**config.mk**
```make
export PLATFORM = sky130hd
export DESIGN_NAME = cbus_to_axi
export DESIGN_NICKNAME = d
export VERILOG_FILES = /design/src/rtl/cbus_to_axi_pkg.sv /design/src/rtl/cbus_to_axi.sv
export SDC_FILE = /design/constraint.sdc
export NUM_CORES = 1
export LEC_CHECK = 0
export CORE_AREA = 2 2 116 118
export DETAILED_ROUTE_END_ITERATION = 10
export DIE_AREA = 0 0 118 120
export PLACE_DENSITY = 0.65
export SETUP_SLACK_MARGIN = 0.02
export SYNTH_ARGS = -nofsm -noshare
export SYNTH_HDL_FRONTEND = slang
export SYNTH_SLANG_ARGS = --single-unit
```
**constraint.sdc**
```tcl
create_clock -name clk -period 2.2 [get_ports clk]
set_input_delay 0.66 -clock clk [delete_from_list [all_inputs] [get_ports clk]]
set_output_delay 0.66 -clock clk [all_outputs]
set_load 0.05 [all_outputs]
```
**src/rtl/cbus_to_axi_pkg.sv**
```systemverilog
// Shared types for the CBus-to-AXI3 bridge: bus structs, burst encoding and FSM states.
// Optional B-channel wait is selected in the top with CBUS_AXI_BRESP_WAIT_EN.
package cbus_to_axi_pkg;

  localparam logic [1:0] AXI_BURST_INCR = 2'b01;

  typedef enum logic [2:0] {
    IDLE = 3'd0,
    AR   = 3'd1,
    R    = 3'd2,
    AW   = 3'd3,
    W    = 3'd4,
    B    = 3'd5
  } state_e;

  typedef struct packed {
    logic        valid;
    logic        is_write;
    logic [2:0]  size;
    logic [31:0] addr;
    logic [3:0]  strobe;
    logic [31:0] data;
    logic [3:0]  len;
  } cbus_req_t;

  typedef struct packed {
    logic        ready;
    logic        last;
    logic [31:0] data;
  } cbus_resp_t;

  typedef struct packed {
    logic [3:0]  arid;
    logic [31:0] araddr;
    logic [3:0]  arlen;
    logic [2:0]  arsize;
    logic [1:0]  arburst;
    logic        arvalid;
    logic        rready;
    logic [3:0]  awid;
    logic [31:0] awaddr;
    logic [3:0]  awlen;
    logic [2:0]  awsize;
    logic [1:0]  awburst;
    logic        awvalid;
    logic [3:0]  wid;
    logic [31:0] wdata;
    logic [3:0]  wstrb;
    logic        wlast;
    logic        wvalid;
    logic        bready;
  } axi_req_t;

  typedef struct packed {
    logic        arready;
    logic        awready;
    logic        wready;
    logic [3:0]  rid;
    logic [31:0] rdata;
    logic [1:0]  rresp;
    logic        rlast;
    logic        rvalid;
    logic [3:0]  bid;
    logic [1:0]  bresp;
    logic        bvalid;
  } axi_resp_t;

endpackage

```
**src/rtl/cbus_to_axi.sv**
```systemverilog
// CBus to AXI3 master bridge, one outstanding transaction, flat FSM plus beat counter.
// Define CBUS_AXI_BRESP_WAIT_EN to hold the final cresp.last until the B response.
module cbus_to_axi
  import cbus_to_axi_pkg::*;
#(
  parameter logic [3:0] AXI_ID = 4'h0
) (
  input  logic       clk,
  input  logic       resetn,
  input  cbus_req_t  creq,
  output cbus_resp_t cresp,
  output axi_req_t   axi_req,
  input  axi_resp_t  axi_resp
);

  state_e     state_r;
  state_e     state_s;
  logic [3:0] beat_cnt_r;
  logic       wlast_s;
  logic       unused_s;

  assign wlast_s = (beat_cnt_r == creq.len);

  // Response codes and IDs never alter the data path.
`ifdef CBUS_AXI_BRESP_WAIT_EN
  assign unused_s = ^{axi_resp.rid, axi_resp.rresp, axi_resp.bid, axi_resp.bresp};
`else
  assign unused_s = ^{axi_resp.rid, axi_resp.rresp, axi_resp.bid, axi_resp.bresp,
                      axi_resp.bvalid};
`endif

  // State register
  always_ff @(posedge clk) begin
    if (!resetn) begin
      state_r <= IDLE;
    end else begin
      state_r <= state_s;
    end
  end

  // Write beat counter: cleared during AW, saturates at creq.len
  always_ff @(posedge clk) begin
    if (!resetn) begin
      beat_cnt_r <= 4'd0;
    end else if (state_r == AW) begin
      beat_cnt_r <= 4'd0;
    end else if ((state_r == W) && axi_resp.wready && !wlast_s) begin
      beat_cnt_r <= beat_cnt_r + 4'd1;
    end else begin
      beat_cnt_r <= beat_cnt_r;
    end
  end

  // Next-state logic
  always_comb begin
    state_s = state_r;
    case (state_r)
      IDLE: begin
        if (creq.valid) begin
          state_s = creq.is_write ? AW : AR;
        end else begin
          state_s = IDLE;
        end
      end
      AR: state_s = axi_resp.arready ? R : AR;
      R:  state_s = (axi_resp.rvalid && axi_resp.rlast) ? IDLE : R;
      AW: state_s = axi_resp.awready ? W : AW;
      W: begin
        if (axi_resp.wready && wlast_s) begin
`ifdef CBUS_AXI_BRESP_WAIT_EN
          state_s = B;
`else
          state_s = IDLE;
`endif
        end else begin
          state_s = W;
        end
      end
`ifdef CBUS_AXI_BRESP_WAIT_EN
      B:  state_s = axi_resp.bvalid ? IDLE : B;
`endif
      default: state_s = IDLE;
    endcase
  end

  // Output decode; payload comes straight from creq, which upstream holds stable
  always_comb begin
    axi_req         = '0;
    axi_req.arid    = AXI_ID;
    axi_req.awid    = AXI_ID;
    axi_req.wid     = AXI_ID;
    axi_req.araddr  = creq.addr;
    axi_req.arlen   = creq.len;
    axi_req.arsize  = creq.size;
    axi_req.arburst = AXI_BURST_INCR;
    axi_req.awaddr  = creq.addr;
    axi_req.awlen   = creq.len;
    axi_req.awsize  = creq.size;
    axi_req.awburst = AXI_BURST_INCR;
    axi_req.wdata   = creq.data;
    axi_req.wstrb   = creq.strobe;
`ifdef CBUS_AXI_BRESP_WAIT_EN
    axi_req.bready  = (state_r == B);
`else
    axi_req.bready  = 1'b1;
`endif
    cresp           = '0;
    case (state_r)
      AR: axi_req.arvalid = 1'b1;
      R: begin
        axi_req.rready = 1'b1;
        cresp.ready    = axi_resp.rvalid;
        cresp.last     = axi_resp.rvalid & axi_resp.rlast;
        cresp.data     = axi_resp.rdata;
      end
      AW: axi_req.awvalid = 1'b1;
      W: begin
        axi_req.wvalid = 1'b1;
        axi_req.wlast  = wlast_s;
        if (axi_resp.wready) begin
          cresp.ready = 1'b1;
`ifdef CBUS_AXI_BRESP_WAIT_EN
          cresp.last  = 1'b0;
`else
          cresp.last  = wlast_s;
`endif
        end else begin
          cresp.ready = 1'b0;
        end
      end
`ifdef CBUS_AXI_BRESP_WAIT_EN
      B: cresp.last = axi_resp.bvalid;
`endif
      default: cresp = '0;
    endcase
  end

endmodule

```
### Word level (Yosys, flattened, before mapping)

Index checks and enable logic that the tools add are counted.

* memories kept: 0
* ROM bits: 0
* output and inout port bits: 170
* memory bits (writable): 0
* word-level logic and storage cells: 32
* flip-flop bits (word level): 7
* latch bits: 0
* input port bits: 129

* multiply operators: 0
* shift operators: 0
* add/subtract/negate cells: 1
* order comparisons: 0
* bitwise gates (word level): 2
* multiplexer cells: 15
* divide/modulo/power cells: 0
* reductions and logical operators: 7
* equality and inequality tests: 5

Operators by type and width (number)
* $mux 32: 1
* $pmux 3 s5: 1
* $mux 2: 5
* $eq 3x2->1 const B: 2
* $mux 3: 2
* $mux 1: 5
* $add 4x1->4 const B: 1
* $eq 4x4->1: 1
* $logic_and 1x1->1: 4
* $pmux 2 s2: 1
* $eq 3x1->1 const B: 1
* $eq 3x3->1 const B: 1
* $logic_not 3->1: 1
* $reduce_or 2->1: 1
* $and 1x1->1: 1
* $logic_not 1->1: 1
* $not 1->1: 1

### Depth between registers and ports, before layout

* word-level depth: 4
* mapped depth: 5
* gate-level depth less buffers: 4

### Worst setup path before layout

No wires, ideal clock.

* path kind: register to output
* start: register state_r[0]
* end: output port cresp[32] (netlist name)
* required time: 1.540 ns
* cell stages (with the launch flop): 5
* buffers on the path: 1
* path slack: -1.157 ns
* arrival time: 2.697 ns
* cells stage by stage: dfxtp_1 clkbuf_1 nor3b_1 nand2_1 o21ai_1

RTL lines
* start, declared: line cbus_to_axi.sv:16 `state_e state_r;`
* start signal, assigned: line cbus_to_axi.sv:37 `state_r <= state_s;`
* end, declared: line cbus_to_axi.sv:11 `output cbus_resp_t cresp,`

==> results.py <==
metrics = {
    "global_routing": {
        "grt_max_degree": 36,
        "antenna_found_initial": 0,
        "grt_pass1_vias": 1278,
        "grt_pass1_wl_um": 7580,
        "grt.overflow.total": 0,
        "grt.total_usage_pct": 6.98,
    },
    "clocking": {
        "clock_sinks": 7,
        "clk_latency_ns": 0.23,
        "cts_htree_levels": 1,
        "cts_max_path_buffers": 2,
        "ctsHoldBuffers": 0,
        "cts_tree": "done",
        "cts_root_buffer": "clkbuf_16",
        "cts.reportedPaths.clkPinSlew_ns": 0.04,
        "numCtsBuffers": 3,
    },
    "route": {
        "ant_nets": 0,
        "drt_wl_total_um": 5240,
        "drc_errors": 0,
        "viasPerCell": 3.05,
        "wl_per_cell_um": 13.4,
        "firstDrtPassIters": 2,
        "via_count": 1196,
        "drt_iter0_drc": 36,
    },
    "final_layout": {
        "final_common_cell": "buf_12",
        "diodes": 0,
        "drive_gt1_share_pct": 44.0,
        "area_growth_pct": 57.0,
        "layout_common_cells": "buf_12 (48), clkdlybuf4s50_1 (38), and2_1 (22)",
        "utilization_pct": 20.3,
        "fin_area_um2": 2640,
        "n_fill_cell": 1442,
        "nets": 347,
    },
    "floorplan": {
        "ios": 299,
        "rows": 42,
        "die_h_um": 120,
        "core-area_um2": 13000,
        "start_util_pct": 12.9,
        "die_x_um": 118,
        "dieArea_um2": 14200,
    },
    "worst_setup_path": {
        "cp.required_ns": 1.54,
        "end_kind": "output pin",
        "critPathLaunch": "creq[0]",
        "reg2regPathDepth": 6,
        "arrival_ns": 1.99,
        "crit_type": "in -> out",
        "cp-start-kind": "input pin",
        "worstReg2RegStart": "state_r[0]$_SDFF_PN0_",
        "path_max_fanout": 2,
    },
    "synthesis": {
        "seq_area_frac_synth_pct": 8.35,
        "syn_inst": 226,
        "yosys_register_bits": 7,
        "netlist_area_um2": 1680,
        "ys_types": 27,
        "syn_area_per_cell_um2": 7.43,
        "yosysWarnings": 0,
    },
    "timing": {
        "fin_worst_skew_ns": 0.000696,
        "setup_violations": 2,
        "max_freq_ghz": 0.378,
        "hold_viol": 0,
        "slew_violations": 0,
        "rsz0062_at_grt": "true",
        "fin_crit_sh_pct": 120,
        "setup_ws_ns": -0.449,
        "fin_crit_ns": 2.65,
    },
    "worst_hold_path": {
        "hold_path_startpoint": "beat_cnt_r[3]$_SDFFE_PP0P_",
        "hold_class": "reg -> reg",
        "min_path_cells": 2,
    },
    "run_status": {
        "failed_checks": "setup timing",
        "status": "finished, violations left",
    },
    "placed_design": {
        "io_buffer_count": 91,
        "dpl.hpwl_um": 4700,
        "routabilityCongestion": 0.760,
        "place_area_um2": 2490,
    },
    "power": {
        "total_power_uw": 1160,
        "ir_drop_mv": 0.191,
        "leakage_uw": 0.00106,
        "power_density_nw_per_um2": 441,
    },
    "run": {
        "max_cap_violations": 0,
    },
}
==> final timing paths <==
| path | slack (ns) | endpoint |
|---|---|---|
| setup / recovery | -0.45 | axi_req[2] |
| hold / removal | 0.52 | beat_cnt_r[3]$_SDFFE_PP0P_ |
| setup reg to reg | 0.54 | beat_cnt_r[3]$_SDFFE_PP0P_ |
| hold reg to reg | 0.52 | beat_cnt_r[3]$_SDFFE_PP0P_ |
==> stage by stage <==
step           setup WS (ns)  setup TNS, ns  cells  hold WS, ns
6_report              -0.449         -0.850    392        0.519
5_1_grt               -0.481         -0.897    392        0.570
4_1_cts               -0.490         -0.894    391        0.520
2_1_floorplan         -0.501         -0.804    241        0.470
3_3_place_gp          -0.789          -1.98    385        0.492
3_5_place_dp          -0.858          -2.20    385        0.490
==> cells in the mapped netlist (all sizes together) <==
library cell	count	area, um2
buf	134	1000
ha	1	12.5
conb	2	7.51
xor2	5	43.8
nor4b	1	15.0
o21bai	1	7.51
nand2	8	30.0
and4bb	1	12.5
or3	2	12.5
or4	1	11.3
and2	32	200
nor3b	4	35.0
o41ai	1	16.3
o21ai	7	35.0
nor2b	2	12.5
nand3	3	15.0
clkbuf	3	11.3
a21oi	4	20.0
inv	3	11.3
dfxtp	7	140
a2111oi	1	8.76
a221oi	1	8.76
nor2	2	7.51
==> cell families after synthesis <==
group	after synthesis	share of synthesized area, %
AO/OA/AOI/OAI	15	5.74
XOR/XNOR	5	2.61
adder cells (fa/ha/maj)	1	0.745
buffers and inverters	140	61.2
flip-flops	7	8.35
other	2	0.447
AND/OR/NAND/NOR	56	20.9
==> timing repair <==
item | 4_1_cts | 5_1_grt
endpoints found under the setup margin | 4 | 6
endpoints found under the hold margin | 0 | 0
pin swaps | 3 | 2
gates resized for setup | 19 | 11
setup buffers | 2 | 1
==> worst max-delay path, stage by stage <==
cell and delay [ns]:
buf_8 0.10, xor2_2 0.17, or4_4 0.55, nor4b_4 0.34, buf_12 0.18
==> registers in the layout (all words and copies together), names as in the netlist <==
signal and flops:
beat_cnt_r 4, state_r 3
==> metal layers <==
metal | vias to the layer above | wire [um] | part of all wire, % | track usage, %
met5 | - | 0 | 0 | 0
met4 | 0 | 218 | 4.2 | 3.54
met3 | 34 | 888 | 17 | 5.42
met2 | 127 | 2650 | 51 | 11.8
met1 | 500 | 1480 | 28 | 5.93
li1 | 535 | - | - | -
==> layout make-up <==
| class | count | area, um2 | share of cell area, % |
|---|---|---|---|
| Sequential cell | 7 | 141 | 5.36 |
| Timing Repair Buffer | 108 | 1520 | 57.8 |
| Multi-Input combinational cell | 94 | 662 | 25.1 |
| Tap cell | 176 | 220 | 8.35 |
| Clock buffer | 4 | 78.8 | 2.99 |
| Inverter | 3 | 11.3 | 0.427 |
==> report_power, final <==
group / leakage, uW / internal [uW] / switching [uW]
Sequential: 0.0000573 / 132 / 6.64
Clock: 0.0000382 / 241 / 69.4
Combinational: 0.000966 / 334 / 380
Note: power is estimated with default switching activity, not from simulation.
